--- config.mk ---
export PLATFORM = sky130hd
export DESIGN_NAME = hazard_scoreboard_flat
export DESIGN_NICKNAME = d
export VERILOG_FILES = /design/src/rtl/mips_pkg.sv /design/src/rtl/hazard_scoreboard_if.sv /design/src/rtl/sb_counter.sv /design/src/rtl/hazard_scoreboard.sv /design/src/flat_wrapper.sv
export SDC_FILE = /design/constraint.sdc
export NUM_CORES = 1
export LEC_CHECK = 0
export CAP_MARGIN = 30
export CORE_ASPECT_RATIO = 1.2
export CORE_MARGIN = 5
export CORE_UTILIZATION = 30
export DETAILED_ROUTE_END_ITERATION = 10
export GPL_TIMING_DRIVEN = 0
export PLACE_DENSITY = 0.44
export SLEW_MARGIN = 20
export SYNTH_ARGS = -nofsm -noshare
export SYNTH_HDL_FRONTEND = slang
export SYNTH_SLANG_ARGS = --single-unit
--- constraint.sdc ---
create_clock -name clk1 -period 6.12 [get_ports clk1]
set_input_delay 0.918 -clock clk1 [delete_from_list [all_inputs] [get_ports clk1]]
set_output_delay 0.918 -clock clk1 [all_outputs]
set_load 0.01 [all_outputs]
--- src/rtl/mips_pkg.sv ---
// rtl/mips_pkg.sv - shared MIPS32 pipeline constants and the interlock state type
package mips_pkg;
    localparam int AW = 5;
    localparam int NREG = 32;
    localparam int WB_DIST_DEFAULT = 3;
    localparam logic [5:0] OP_HLT = 6'h3f;

    typedef enum logic [1:0] {
        RUN    = 2'd0,
        DRAIN  = 2'd1,
        HALTED = 2'd2
    } state_t;
endpackage

--- src/rtl/hazard_scoreboard_if.sv ---
// rtl/hazard_scoreboard_if.sv - ID-stage request and interlock response bundle
interface hazard_scoreboard_if #(
    parameter int AW   = mips_pkg::AW,
    parameter int NREG = mips_pkg::NREG
);
    import mips_pkg::*;

    logic            id_valid;
    logic [AW-1:0]   id_rs;
    logic [AW-1:0]   id_rt;
    logic            id_use_rs;
    logic            id_use_rt;
    logic            id_wr;
    logic [AW-1:0]   id_rd;
    logic            id_is_hlt;
    logic            flush;
    logic            stall;
    logic            issue;
    logic [NREG-1:0] busy_mask;
    state_t          state;
    logic            halted;

    modport master (
        output id_valid, id_rs, id_rt, id_use_rs, id_use_rt, id_wr, id_rd, id_is_hlt, flush,
        input  stall, issue, busy_mask, state, halted
    );

    modport slave (
        input  id_valid, id_rs, id_rt, id_use_rs, id_use_rt, id_wr, id_rd, id_is_hlt, flush,
        output stall, issue, busy_mask, state, halted
    );
endinterface

--- src/rtl/sb_counter.sv ---
// rtl/sb_counter.sv - saturating down-counter with a load that wins over decrement
module sb_counter #(
    parameter int CW = 3
) (
    input  logic          clk,
    input  logic          rst,
    input  logic          load,
    input  logic [CW-1:0] load_val,
    output logic [CW-1:0] cnt
);
    always_ff @(posedge clk or posedge rst) begin
        if (rst) begin
            cnt <= '0;
        end else if (load) begin
            cnt <= load_val;
        end else if (cnt != '0) begin
            cnt <= cnt - 1'b1;
        end
    end
endmodule

--- src/rtl/hazard_scoreboard.sv ---
// rtl/hazard_scoreboard.sv - register write-pending scoreboard, ID stall and HLT drain sequencing
module hazard_scoreboard #(
    parameter int NREG    = mips_pkg::NREG,
    parameter int AW      = mips_pkg::AW,
    parameter int WB_DIST = mips_pkg::WB_DIST_DEFAULT,
    parameter int CW      = 3
) (
    input  logic            clk1,
    input  logic            rst,
    hazard_scoreboard_if.slave sb
);
    import mips_pkg::*;

    localparam logic [CW-1:0] LOAD_VAL = CW'(WB_DIST);

    logic [NREG-1:0] busy;
    logic            rs_haz;
    logic            rt_haz;
    logic            hazard;
    logic            issue_w;
    state_t          state_q;
    state_t          state_d;

    // R0 has no counter, so it can never report a pending write.
    assign busy[0] = 1'b0;

    for (genvar r = 1; r < NREG; r++) begin : g_reg
        logic [CW-1:0] cnt;
        logic          load;

        assign load = issue_w & sb.id_wr & (sb.id_rd == AW'(r));

        sb_counter #(.CW(CW)) u_cnt (
            .clk      (clk1),
            .rst      (rst),
            .load     (load),
            .load_val (LOAD_VAL),
            .cnt      (cnt)
        );

        assign busy[r] = (cnt != '0);
    end

    assign rs_haz  = sb.id_use_rs & (sb.id_rs != '0) & busy[sb.id_rs];
    assign rt_haz  = sb.id_use_rt & (sb.id_rt != '0) & busy[sb.id_rt];
    assign hazard  = rs_haz | rt_haz;
    assign issue_w = sb.id_valid & (state_q == RUN) & ~hazard & ~sb.flush;

    always_ff @(posedge clk1 or posedge rst) begin
        if (rst) begin
            state_q <= RUN;
        end else begin
            state_q <= state_d;
        end
    end

    // Drain completion looks at registered counters, so HALTED lands one cycle after the last write clears.
    always_comb begin
        state_d = state_q;
        case (state_q)
            RUN:     if (issue_w & sb.id_is_hlt) state_d = DRAIN;
            DRAIN:   if (busy == '0) state_d = HALTED;
            HALTED:  state_d = HALTED;
            default: state_d = RUN;
        endcase
    end

    assign sb.stall     = sb.id_valid & ((state_q != RUN) | hazard);
    assign sb.issue     = issue_w;
    assign sb.busy_mask = busy;
    assign sb.state     = state_q;
    assign sb.halted    = (state_q == HALTED);
endmodule

--- src/flat_wrapper.sv ---
// flat-port wrapper written by rule: the top's interface ports become plain ports
module hazard_scoreboard_flat import mips_pkg::*;
#(
    parameter int NREG    = mips_pkg::NREG,
    parameter int AW      = mips_pkg::AW,
    parameter int WB_DIST = mips_pkg::WB_DIST_DEFAULT,
    parameter int CW      = 3
)
  (clk1, rst, sb_id_valid, sb_id_rs, sb_id_rt, sb_id_use_rs, sb_id_use_rt, sb_id_wr, sb_id_rd, sb_id_is_hlt, sb_flush, sb_stall, sb_issue, sb_busy_mask, sb_state, sb_halted);
  hazard_scoreboard_if #(.AW(AW), .NREG(NREG)) sb_i ();
  input  logic clk1;
  input  logic rst;
  input wire logic [$bits(sb_i.id_valid)-1:0] sb_id_valid;
  input wire logic [$bits(sb_i.id_rs)-1:0] sb_id_rs;
  input wire logic [$bits(sb_i.id_rt)-1:0] sb_id_rt;
  input wire logic [$bits(sb_i.id_use_rs)-1:0] sb_id_use_rs;
  input wire logic [$bits(sb_i.id_use_rt)-1:0] sb_id_use_rt;
  input wire logic [$bits(sb_i.id_wr)-1:0] sb_id_wr;
  input wire logic [$bits(sb_i.id_rd)-1:0] sb_id_rd;
  input wire logic [$bits(sb_i.id_is_hlt)-1:0] sb_id_is_hlt;
  input wire logic [$bits(sb_i.flush)-1:0] sb_flush;
  output wire logic [$bits(sb_i.stall)-1:0] sb_stall;
  output wire logic [$bits(sb_i.issue)-1:0] sb_issue;
  output wire logic [$bits(sb_i.busy_mask)-1:0] sb_busy_mask;
  output wire logic [$bits(sb_i.state)-1:0] sb_state;
  output wire logic [$bits(sb_i.halted)-1:0] sb_halted;
  assign sb_i.id_valid = sb_id_valid;
  assign sb_i.id_rs = sb_id_rs;
  assign sb_i.id_rt = sb_id_rt;
  assign sb_i.id_use_rs = sb_id_use_rs;
  assign sb_i.id_use_rt = sb_id_use_rt;
  assign sb_i.id_wr = sb_id_wr;
  assign sb_i.id_rd = sb_id_rd;
  assign sb_i.id_is_hlt = sb_id_is_hlt;
  assign sb_i.flush = sb_flush;
  assign sb_stall = sb_i.stall;
  assign sb_issue = sb_i.issue;
  assign sb_busy_mask = sb_i.busy_mask;
  assign sb_state = sb_i.state;
  assign sb_halted = sb_i.halted;
  hazard_scoreboard #(.NREG(NREG), .AW(AW), .WB_DIST(WB_DIST), .CW(CW)) u_core (.clk1(clk1), .rst(rst), .sb(sb_i));
endmodule
==> impl_metrics.json <==
{
  "coreArea_sq_um": 20970,
  "area_growth_pct": 18.97,
  "worstPathMaxFanout": 10,
  "wl_per_cell_um": 17.28,
  "final_nets": 883,
  "fin_total_pwr_uw": 3929,
  "vias": 5261,
  "antenna_found_initial": 0,
  "die_y_um": 169.9,
  "num_rows": 58,
  "route.detailed.drc": 0,
  "clock_latency_ns": 0.35,
  "cts-root-buf": "clkbuf_16",
  "syn_area_sq_um": 6391,
  "p_seq_share_pct": 29.9,
  "grt_pass1_vias": 5229,
  "postCtsSetupBuffers": 0,
  "hold_buffers": 0,
  "timing.setup.tns_ns": 0,
  "p_sw_share_pct": 41.53,
  "synth_cells": 728,
  "design.die.area_sq_um": 24340,
  "grt-ovfl-total": 0,
  "p_sw_uw": 1632,
  "synthArstFlopShare_pct": 100.0,
  "synthFlopType": "dfrtp_1",
  "ctsResizeCount": 0,
  "cts_sinks": 95,
  "grt_first_pass_wirelength_mm": 29.26,
  "crit_path_start_kind": "input port",
  "wirelength_mm": 18.49,
  "vias_per_cell": 4.917,
  "post-route-min-period_ns": 5.130,
  "end_kind": "output pin",
  "p_clk_share_pct": 14.3,
  "synth_warnings": 0,
  "combPwrFrac_pct": 55.8,
  "n_antenna_cell": 0,
  "path_clk_slew_ns": 0.06,
  "critPathKind": "in2out",
  "dr.pass1.iters": 5,
  "initial_core_util_pct": 30.47,
  "synth_fp_nets": 816,
  "cts_buffers": 9,
  "gp_congestion": 0.8954,
  "cts_tree": "built",
  "yosysSeqAreaShare_pct": 37.20,
  "drive_gt1_share_pct": 6.000,
  "fmax_mhz": 194.9,
  "grt_usage_pct": 15.80,
  "synth-edff-count": 0,
  "outcome": "finished clean",
  "hold_violations": 0,
  "fin_crit_sh_pct": 83.82,
  "drtIter0Drc": 295,
  "fillers": 2131,
  "slew_headroom_pct": 34.85,
  "grt_max_degree": 49,
  "htreeDepth": 3,
  "peakVddDrop_uv": 199.2,
  "syn_area_per_cell_sq_um": 8.779,
  "die_w_um": 143.2,
  "worstMarginPinSlew_ns": 0.9772,
  "antenna_left": 0,
  "io_buffers": 54,
  "hpwl_mm": 13.96,
  "rsz0062_at_grt": "false",
  "leakage_uw": 0.003316,
  "synth_cell_types": 53,
  "ys_ff_latch": 95,
  "p_per_area_nw_per_um2": 516.8,
  "cap_viol_max_count": 0,
  "finalMaxSlewViolations": 0,
  "required_ns": 5.20,
  "clock_skew_ns": 0.006889,
  "p_int_uw": 2297,
  "crit_arrival_ns": 4.21,
  "num_io_pins": 60,
  "clk_path_buf_depth": 2,
  "hold_class": "reg2reg",
  "setup_violations": 0
}
## critical path, stage by stage
cell	delay [ns]
clkdlybuf4s50_1	0.55
clkbuf_1	0.37
nand4b_1	0.17
o221ai_1	0.10
a2111oi_0	0.09
nor4_1	0.38
o2111ai_2	0.27
or2_1	0.29
buf_6	0.17
buf_6	0.16
nor3b_2	0.17
clkdlybuf4s50_1	0.57
## through the flow
stage	instance area (sq um)	cells	utilization [%]	worst slack [ns]	hold slack, ns
floorplan	6391	728	-	2.120	0.4807
global placement	7269	1052	34.66	0.9166	0.5057
detailed placement	7302	1053	34.82	0.9991	0.5044
CTS	7599	1069	36.23	0.9958	0.5239
global route	7604	1070	36.25	0.7855	0.5580
finish	7604	1070	36.25	0.9903	0.5195
## per-layer routing
metal | track usage (%) | share of wire (%) | vias up
met5 | 0 | 0 | -
met4 | 6.429 | 2.6 | 0
met1 | 20.65 | 45 | 2548
li1 | - | - | 2591
met3 | 2.333 | 3.7 | 25
met2 | 26.21 | 49 | 97
## power groups by stage
stage          registers (uW)  clock network [uW]  logic [uW]
2_1_floorplan            1140                   0        1580
3_3_place_gp             1170                   0        2130
3_5_place_dp             1180                   0        2220
4_1_cts                  1170                 589        2230
5_1_grt                  1220                 610        2520
6_report                 1170                 563        2190
## area by class of cell
class	count	area (sq um)	area share (%)
plain buffers	51	259.0	3.406
clock buffers	14	284.0	3.735
clock inverters	2	12.51	0.1646
inverters	82	312.8	4.114
multi-input cells	500	3447	45.33
flip-flops and latches	95	2377	31.27
well taps	270	337.8	4.443
repair buffers	56	573.1	7.537
## Yosys cell counts (3+ instances only)
master	number	share of area, %
a2111oi_0	3	0.41
nand2_1	72	4.2
inv_1	81	4.8
nor3_1	14	1.1
ha_1	65	13
nor4_1	6	0.59
a211oi_1	3	0.35
o22ai_1	4	0.39
and3_1	3	0.29
nand2b_1	35	3.4
nand3b_1	6	0.70
a21oi_1	14	1.1
o211ai_1	3	0.35
nor2b_1	5	0.49
buf_2	9	0.70
or3b_2	3	0.41
a31oi_1	32	3.1
o21ai_1	59	4.6
buf_6	7	1.2
dfrtp_1	95	37
o221ai_1	3	0.41
mux2i_1	27	4.2
mux4_2	4	1.4
xnor2_1	31	4.2
o21ai_0	37	2.9
clkbuf_1	34	2.0
and2_1	4	0.39
nor2_1	39	2.3
## state kept, by name, indices dropped and copies added, names as in the netlist
register / flops
u_core.sb.state: 2
u_core.g.u_cnt.cnt: 93
## placed cells by master (no fill, tap or decap), types with 2 or more instances in the layout
master,instances
dfrtp_1,95
inv_1,80
nand2_1,72
ha_1,65
o21ai_1,59
clkdlybuf4s50_1,54
nor2_1,39
o21ai_0,37
clkbuf_1,35
nand2b_1,35
a31oi_1,32
xnor2_1,31
mux2i_1,27
a21oi_1,14
nor3_1,14
buf_2,10
clkbuf_16,9
buf_6,7
nand3b_1,6
nor4_1,6
nor2b_1,5
o22ai_1,4
mux4_2,4
and2_1,4
clkbuf_8,4
o221ai_1,3
a2111oi_0,3
o211ai_1,3
a211oi_1,3
and3_1,3
or3b_2,3
nand4b_1,2
nor3b_1,2
and3b_1,2
or3_1,2
or4_1,2
## cell families (layout without fill, tap and decap cells)
group | count (synthesis) | count (layout) | synth area share (%)
simple gates | 202 | 202 | 15.70
mux | 31 | 31 | 5.638
fa+ha+maj | 65 | 65 | 12.73
compound gates | 170 | 170 | 15.56
buf+inv | 133 | 205 | 8.868
other cells | 1 | 1 | 0.05868
xor+xnor | 31 | 31 | 4.248
flops | 95 | 95 | 37.20
## final timing paths
path | slack (ns) | from | depth (start not counted) | to
worst max-delay path | 0.99 | sb_id_rt[0] | 12 | sb_issue
worst min-delay path | 0.52 | u_core.g_reg[29].u_cnt.cnt[1]$_DFFE_PP0P_ | 2 | u_core.g_reg[29].u_cnt.cnt[1]$_DFFE_PP0P_
worst max register to register | 2.89 | u_core.g_reg[12].u_cnt.cnt[0]$_DFFE_PP0P_ | 11 | u_core.g_reg[21].u_cnt.cnt[2]$_DFFE_PP0P_
worst min register to register | 0.52 | u_core.g_reg[29].u_cnt.cnt[1]$_DFFE_PP0P_ | 2 | u_core.g_reg[29].u_cnt.cnt[1]$_DFFE_PP0P_
max in group asynchronous | 4.51 | rst | 3 | u_core.g_reg[2].u_cnt.cnt[0]$_DFFE_PP0P_
min in group asynchronous | 0.98 | rst | 2 | u_core.g_reg[29].u_cnt.cnt[1]$_DFFE_PP0P_
(Power assumes the default switching activity.)
